==> src/rtl/bram_stream_reader_pkg.sv <==
// Shared FSM encodings and default geometry for the BRAM stream blocks.
package bram_stream_reader_pkg;

  typedef enum logic [1:0] {
    ST_IDLE  = 2'd0,
    ST_ISSUE = 2'd1,
    ST_DRAIN = 2'd2,
    ST_DONE  = 2'd3
  } state_t;

  localparam int DEF_WIDTH     = 72;
  localparam int DEF_LOG_DEPTH = 9;
  localparam int DEF_DEPTH     = 2 ** DEF_LOG_DEPTH;

endpackage

==> src/rtl/stream_skid_buf.sv <==
// Two-entry register FIFO feeding a ready/valid stream; write-to-valid latency 1 cycle.
// Occupancy is exported so the producer can throttle before it could overflow.
module stream_skid_buf #(
  parameter int WIDTH = 73
) (
  input  logic             clk,
  input  logic             reset,
  input  logic             wr_vld,
  input  logic [WIDTH-1:0] wr_dat,
  output logic             rd_vld,
  input  logic             rd_rdy,
  output logic [WIDTH-1:0] rd_dat,
  output logic [1:0]       occ
);

  logic [WIDTH-1:0] mem0, mem1;
  logic             rd_ptr, wr_ptr;
  logic [1:0]       cnt;
  logic             pop;

  assign pop    = rd_vld && rd_rdy;
  assign rd_vld = (cnt != 2'd0);
  assign rd_dat = rd_ptr ? mem1 : mem0;
  assign occ    = cnt;

  always_ff @(posedge clk) begin
    if (reset) begin
      rd_ptr <= 1'b0;
      wr_ptr <= 1'b0;
      cnt    <= 2'd0;
    end else begin
      if (wr_vld) begin
        if (wr_ptr) mem1 <= wr_dat;
        else        mem0 <= wr_dat;
        wr_ptr <= ~wr_ptr;
      end
      if (pop) rd_ptr <= ~rd_ptr;
      cnt <= cnt + {1'b0, wr_vld} - {1'b0, pop};
      assert (!(wr_vld && !pop && cnt == 2'd2));
    end
  end

endmodule

==> src/rtl/bram_stream_reader.sv <==
// Streams cmd_len words from BRAM starting at cmd_addr; first beat 3 cycles after the command handshake.
// Reads are throttled so issued-but-unconsumed words never exceed the 2-entry output buffer.
module bram_stream_reader
  import bram_stream_reader_pkg::*;
#(
  parameter int WIDTH     = DEF_WIDTH,
  parameter int DEPTH     = DEF_DEPTH,
  parameter int LOG_DEPTH = DEF_LOG_DEPTH
) (
  input  logic                 clk,
  input  logic                 reset,
  input  logic [LOG_DEPTH-1:0] cmd_addr,
  input  logic [LOG_DEPTH:0]   cmd_len,
  input  logic                 cmd_valid,
  output logic                 cmd_ready,
  output logic [LOG_DEPTH-1:0] bram_addr,
  output logic                 bram_en,
  input  logic [WIDTH-1:0]     bram_rdata,
  output logic [WIDTH-1:0]     ms_data,
  output logic                 ms_valid,
  input  logic                 ms_ready,
  output logic                 ms_last,
  output logic                 done
);

  localparam logic [LOG_DEPTH:0]   MAX_LEN  = (LOG_DEPTH+1)'(DEPTH);
  localparam logic [LOG_DEPTH:0]   LEN_ONE  = {{LOG_DEPTH{1'b0}}, 1'b1};
  localparam logic [LOG_DEPTH-1:0] ADDR_ONE = {{(LOG_DEPTH-1){1'b0}}, 1'b1};

  state_t             state;
  logic [LOG_DEPTH:0] issue_rem, emit_rem;
  logic               inflight, inflight_last;
  logic [1:0]         occ;
  logic               pop;
  logic [2:0]         level;
  logic [WIDTH:0]     head;

  assign pop       = ms_valid && ms_ready;
  assign level     = {1'b0, occ} + {2'b0, inflight} - {2'b0, pop};
  assign bram_en   = (state == ST_ISSUE) && (level < 3'd2);
  assign cmd_ready = (state == ST_IDLE) && !reset;
  assign ms_data   = head[WIDTH-1:0];
  assign ms_last   = ms_valid && head[WIDTH];

  always_ff @(posedge clk) begin
    if (reset) begin
      state         <= ST_IDLE;
      bram_addr     <= '0;
      issue_rem     <= '0;
      emit_rem      <= '0;
      inflight      <= 1'b0;
      inflight_last <= 1'b0;
      done          <= 1'b0;
    end else begin
      inflight      <= bram_en;
      inflight_last <= bram_en && (issue_rem == LEN_ONE);
      done          <= 1'b0;
      if (pop) emit_rem <= emit_rem - LEN_ONE;
      case (state)
        ST_IDLE: if (cmd_valid) begin
          assert (cmd_len <= MAX_LEN);
          bram_addr <= cmd_addr;
          issue_rem <= cmd_len;
          emit_rem  <= cmd_len;
          if (cmd_len == '0) begin
            state <= ST_DONE;
            done  <= 1'b1;
          end else begin
            state <= ST_ISSUE;
          end
        end
        ST_ISSUE: if (bram_en) begin
          bram_addr <= bram_addr + ADDR_ONE;
          issue_rem <= issue_rem - LEN_ONE;
          if (issue_rem == LEN_ONE) state <= ST_DRAIN;
        end
        // Jump straight to DONE on the last handshake so done lands one cycle after it.
        ST_DRAIN: if (pop && emit_rem == LEN_ONE) begin
          state <= ST_DONE;
          done  <= 1'b1;
        end
        ST_DONE: state <= ST_IDLE;
        default: state <= ST_IDLE;
      endcase
    end
  end

  stream_skid_buf #(.WIDTH(WIDTH + 1)) u_buf (
    .clk    (clk),
    .reset  (reset),
    .wr_vld (inflight),
    .wr_dat ({inflight_last, bram_rdata}),
    .rd_vld (ms_valid),
    .rd_rdy (ms_ready),
    .rd_dat (head),
    .occ    (occ)
  );

endmodule

==> config.mk <==
export PLATFORM = sky130hd
export DESIGN_NAME = bram_stream_reader
export DESIGN_NICKNAME = d
export VERILOG_FILES = /design/src/rtl/bram_stream_reader_pkg.sv /design/src/rtl/stream_skid_buf.sv /design/src/rtl/bram_stream_reader.sv
export SDC_FILE = /design/constraint.sdc
export NUM_CORES = 1
export LEC_CHECK = 0
export ABC_CLOCK_PERIOD_IN_PS = 7300
export BUFFER_PORTS_ARGS = -buffer_cell sky130_fd_sc_hd__buf_2
export CAP_MARGIN = 20
export CORE_MARGIN = 4
export CORE_UTILIZATION = 45
export CTS_BUF_LIST = sky130_fd_sc_hd__clkbuf_2
export DETAILED_ROUTE_END_ITERATION = 10
export HOLD_SLACK_MARGIN = 0.08
export PLACE_DENSITY = 0.69
export SETUP_SLACK_MARGIN = 0.5
export SLEW_MARGIN = 20
export SYNTH_ARGS = -nofsm -noshare
export SYNTH_HDL_FRONTEND = slang
export SYNTH_HIERARCHICAL = 1
export SYNTH_SLANG_ARGS = --single-unit
==> constraint.sdc <==
create_clock -name clk -period 7.3 [get_ports clk]
set_clock_uncertainty 0.2 [all_clocks]
set_input_delay 0 -clock clk [delete_from_list [all_inputs] [get_ports clk]]
set_output_delay 0 -clock clk [all_outputs]
set_load 0.005 [all_outputs]
==> results of run 1 <==
[kinds of logic after synthesis]
logic type,count (synthesis),share of synthesized area
AO/OA/AOI/OAI,73,0.0590
XOR/XNOR,11,0.0146
adder cells (fa/ha/maj),11,0.0192
buffers and inverters,35,0.0238
flip-flops,184,0.681
multiplexers,78,0.116
AND/OR/NAND/NOR,124,0.0864
[metrics by stage]
step | utilization | worst slack (ps) | cell area (µm²) | std cells
after floorplan | - | 766 | 7560 | 516
after global placement | 0.524 | 4210 | 8650 | 899
after detailed placement | 0.524 | 4140 | 8650 | 899
==> out/metrics.csv, run 1 <==
metric,value,unit
Die Span Y,138,µm
chip width,138,µm
"Net Count, Synth",622,
number of warning messages in the yosys log,6,
Mapped Area,7560,µm²
final weighted congestion of routability-driven global placement,0.808,
number of port buffers,180,
sequential cell area fraction in the yosys report,0.681,
CTS resizes,0,
outcome,stopped before the end,
dominant cell by count in the synthesized netlist,edfxtp_1,
fraction of synthesis flops using an asynchronous set or reset pin,0,
detailed-placement wirelength estimate,10400,µm
count of different cell masters after synthesis,45,
number of CTS-inserted buffers,17,
post-synthesis sequential element count,184,
largest area contributor in the netlist,edfxtp_1,
setup fix buffers added after clock tree synthesis,0,
Most used DFF post-synth,edfxtp_1,
share of Yosys cell area claimed by the top area cell type,0.580,
per-instance average area after synthesis,14.6,µm²
first reported error,[ERROR RSZ-0060] Max buffer count reached.,
number of H-tree levels,4,
number of flops mapped to enable cells by yosys,146,
number of top-level pins,181,
most used standard cells in the synthesized netlist,"146 x edfxtp_1, 77 x mux2_2, 38 x dfxtp_1, 30 x nand2_1, 30 x nor2_1",
quantity of hold-fixing buffers added after cts,188,
failing step,clock tree synthesis,
number of instances in the synthesized netlist,516,
Bufs on Longest Clock Path,2,
standard-cell row count,47,
root buffer cell,clkbuf_2,
leading post-synthesis cells by cell area,"edfxtp_1 58%, mux2_2 11%, dfxtp_1 10%",
effective utilization at floorplan,0.457,
Num Clock Sinks,184,
==> inputs of run 2 (changes only) <==
Settings changed: CORE_UTILIZATION 45 to 30, CTS_BUF_LIST sky130_fd_sc_hd__clkbuf_2 to not set, HOLD_SLACK_MARGIN 0.08 to not set, PLACE_DENSITY 0.69 to not set, PLACE_DENSITY_LB_ADDON set to 0.15, SETUP_SLACK_MARGIN 0.5 to not set.
==> run 2 against run 1 <==
  * The run now ends clean
  * Synthesized cell count did not move
  * Synthesized area unchanged
==> out/metrics.csv, run 2 <==
metric,value,unit,change
max-cap viol count,0,,
area added between synthesis and finish,37.2,%,
number of CTS-inserted buffers,17,,unchanged
standard-cell row count,57,,+21%
buffer and inverter count on the worst path,0,,
maximum clock frequency,0.316,GHz,
transition time at the pin with the least slew margin,1070,ps,
global-route wire length before repair,28400,µm,
Min-Delay Startpoint,bram_rdata[13],,
placeable core region,24500,µm²,
crit path kind,flop to flop,,
Residual DRC,0,,
via count of the first global-routing pass,5485,,
share of Yosys cell area claimed by the top area cell type,0.580,,unchanged
Mapped Area,7560,µm²,unchanged
number of instances in the synthesized netlist,516,,unchanged
number of flops mapped to enable cells by yosys,146,,unchanged
DIE AREA,27800,µm²,
capturing element type of the critical path,flop,,
startpoint of the worst register-to-register path,u_buf/occ[1],,
chip width,167,µm,+21%
largest area contributor in the netlist,edfxtp_1,,
Die Span Y,167,µm,+21%
number of cell instances on the worst register-to-register path,10,,
final sum of negative setup slack,0,ps,
leading post-synthesis cells by cell area,"edfxtp_1 58%, mux2_2 11%, dfxtp_1 10%",,
fraction of synthesis flops using an asynchronous set or reset pin,0,,unchanged
GR Util All Layers,0.126,,
cell family with the largest share of critical-path delay,simple AND/OR/NAND/NOR gates,,
final weighted congestion of routability-driven global placement,0.783,,-3.1%
unrepaired setup endpoints after global routing,no,,
CTS clock-pin slew for the worst setup and hold paths,70,ps,
effective utilization at floorplan,0.308,,-0.149
most used standard cells in the synthesized netlist,"146 x edfxtp_1, 77 x mux2_2, 38 x dfxtp_1, 30 x nand2_1, 30 x nor2_1",,
footprint of the multi-input gates,2240,µm²,
Bufs on Longest Clock Path,2,,unchanged
fillers,2310,,
# nets final,904,,
worst relative slew slack,0.289,,
signal arrival time at the worst endpoint,3310,ps,
hold endpoint,u_buf/mem1[13],,
average wire per standard cell,15.4,µm,
CTS tree,yes,,
DRC marker count from the first detailed-route iteration,258,,
Antenna Nets Post-Route,0,,
number of H-tree levels,4,,unchanged
count of different cell masters after synthesis,45,,unchanged
ratio of cells with drive above 1 in the final layout,0.375,,
clock insertion delay at the later pin of the skew report,410,ps,
Power Total,0.00321,W,
Most used DFF post-synth,edfxtp_1,,
antenna violations before repair,0,,
total wire length,17500,µm,
routed vias/inst,4.55,,
"Largest stage delay, worst path",400,ps,
"Net Count, Synth",622,,unchanged
Num Clock Sinks,184,,unchanged
"setup slack, reg-to-reg",4140,ps,
power density of the placed cells,309,nW/µm²,
"most common cell after layout, fill and taps aside",buf_2,,
master of the slowest instance on the critical path,or2_2,,
maximum net fanout on the critical path,10,,
hold path cells,2,,
post-synthesis sequential element count,184,,unchanged
Pleak,3.85,nW,
per-instance average area after synthesis,14.6,µm²,unchanged
number of warning messages in the yosys log,6,,unchanged
Hold Path Class,primary input to flop,,
Max Transition Viols Final,0,,
worst supply voltage drop on vdd,119,µV,
Crit path required time,7440,ps,
most frequent CP cell,or2_2,,
first element of the critical path,u_buf/occ[1],,
number of iterations in the first detailed-routing pass,4,,
final antenna diode count,0,,
area used by sequential logic in the layout,5150,µm²,
via count,5163,,
crit path time final,3160,ps,
crit start category,flop,,
root buffer cell,clkbuf_16,,
detailed-placement wirelength estimate,11400,µm,+9.9%
number of port buffers,180,,unchanged
count of final hold-check violations,0,,
top flop regs,"u_buf/mem0 x73, u_buf/mem1 x73",,
dominant cell by count in the synthesized netlist,edfxtp_1,,
largest net degree at the start of global routing,76,,
number of top-level pins,181,,unchanged
total grt overflow,0,,
# setup viols final,0,,
sequence of cells on the critical path,or2_2 -> nand2_1 -> and2_1 -> o21ai_0 -> fa_1 -> xnor2_1 -> a31oi_1 -> or2_2 -> or3_1 -> a21oi_1,,
post-route clock period utilization,0.433,,
outcome,completed,,
most frequent cells in the layout,"180 x buf_2, 146 x edfxtp_1, 101 x dlygate4sd3_1, 77 x mux2_2, 37 x dfxtp_1",,
Reg-to-Reg End,bram_addr[0],,
sequential cell area fraction in the yosys report,0.681,,unchanged
-- run 2: cell counts after synthesis --
No cell type changed its count.
-- run 2: metrics by stage --
stage / cell area (µm²) / setup WS [ps] / util / hold WS [ps] / instances
3_5_place_dp: 8770 / 4150 / 0.358 / -7.01 / 1002
6_report: 10400 / 4140 / 0.422 / 101 / 1135
4_1_cts: 10400 / 4120 / 0.422 / 71.7 / 1135
3_3_place_gp: 8770 / 4190 / 0.358 / -11.3 / 1002
2_1_floorplan: 7560 / 766 / - / -128 / 516
5_1_grt: 10400 / 3850 / 0.422 / 78.5 / 1135
-- run 2: routing by layer --
| layer | vias up | part of all wire | GRT usage | wire (µm) |
|---|---|---|---|---|
| li1 | 2505 | - | - | - |
| met1 | 2499 | 0.44 | 0.157 | 7630 |
| met2 | 145 | 0.50 | 0.218 | 8760 |
| met3 | 14 | 0.051 | 0.0322 | 886 |
| met4 | 0 | 0.013 | 0.0374 | 225 |
| met5 | - | 0 | 0 | 0 |
-- run 2: kinds of logic (layout without fill, tap and decap cells) --
| logic type | Yosys count | count (layout) | share of synthesized area |
|---|---|---|---|
| AOI/OAI and AO/OA | 73 | 73 | 0.0590 |
| xor gates and xnor gates | 11 | 11 | 0.0146 |
| adders and majority gates | 11 | 11 | 0.0192 |
| buffers and inverters | 35 | 330 | 0.0238 |
| DFF | 184 | 184 | 0.681 |
| muxes | 78 | 78 | 0.116 |
| and+or+nand+nor | 124 | 124 | 0.0864 |
-- run 2: report_power, final --
| group | internal [W] | switching [W] | leakage [nW] | total, W |
|---|---|---|---|---|
| Sequential | 0.00126 | 0.000131 | 1.63 | 0.00139 |
| Clock | 0.000460 | 0.000437 | 0.281 | 0.000897 |
| Combinational | 0.000455 | 0.000468 | 1.94 | 0.000924 |
| Total | 0.00217 | 0.00104 | 3.85 | 0.00321 |
-- run 2: worst max-delay path by stage --
| stage | endpoint | depth (start not counted) | slack, ps |
|---|---|---|---|
| 2_1_floorplan | u_buf/mem1[0] | 2 | 770 |
| 3_3_place_gp | bram_addr[0] | 10 | 4190 |
| 3_5_place_dp | bram_addr[0] | 10 | 4150 |
| 4_1_cts | bram_addr[0] | 10 | 4120 |
| 5_1_grt | bram_addr[0] | 10 | 3850 |
| 6_report | bram_addr[0] | 10 | 4140 |
-- run 2: final cells by class --
class	instances	share of cell area
clock buffer	18	0.0414
timing repair buffer	285	0.187
multi-input combinational	297	0.216
tap	324	0.0391
sequential	184	0.497
inverter	13	0.00471
clock inverter	14	0.0144
-- run 2: worst register-to-register path: cells and delay by family (launching register included) --
kind / cells / cell delay, ps
XOR/XNOR: 1 / 250
flip-flops: 1 / 370
AO/OA/AOI/OAI: 3 / 370
AND/OR/NAND/NOR: 5 / 1510
adder cells (fa/ha/maj): 1 / 390
-- run 2: repair_timing --
| action | in CTS | in global routing |
|---|---|---|
| hold buffers | 101 | 0 |
| setup buffers | 0 | 0 |
| endpoints found under the hold margin | 180 | 0 |
| resized for setup | 0 | 0 |
(Power assumes the default switching activity.)
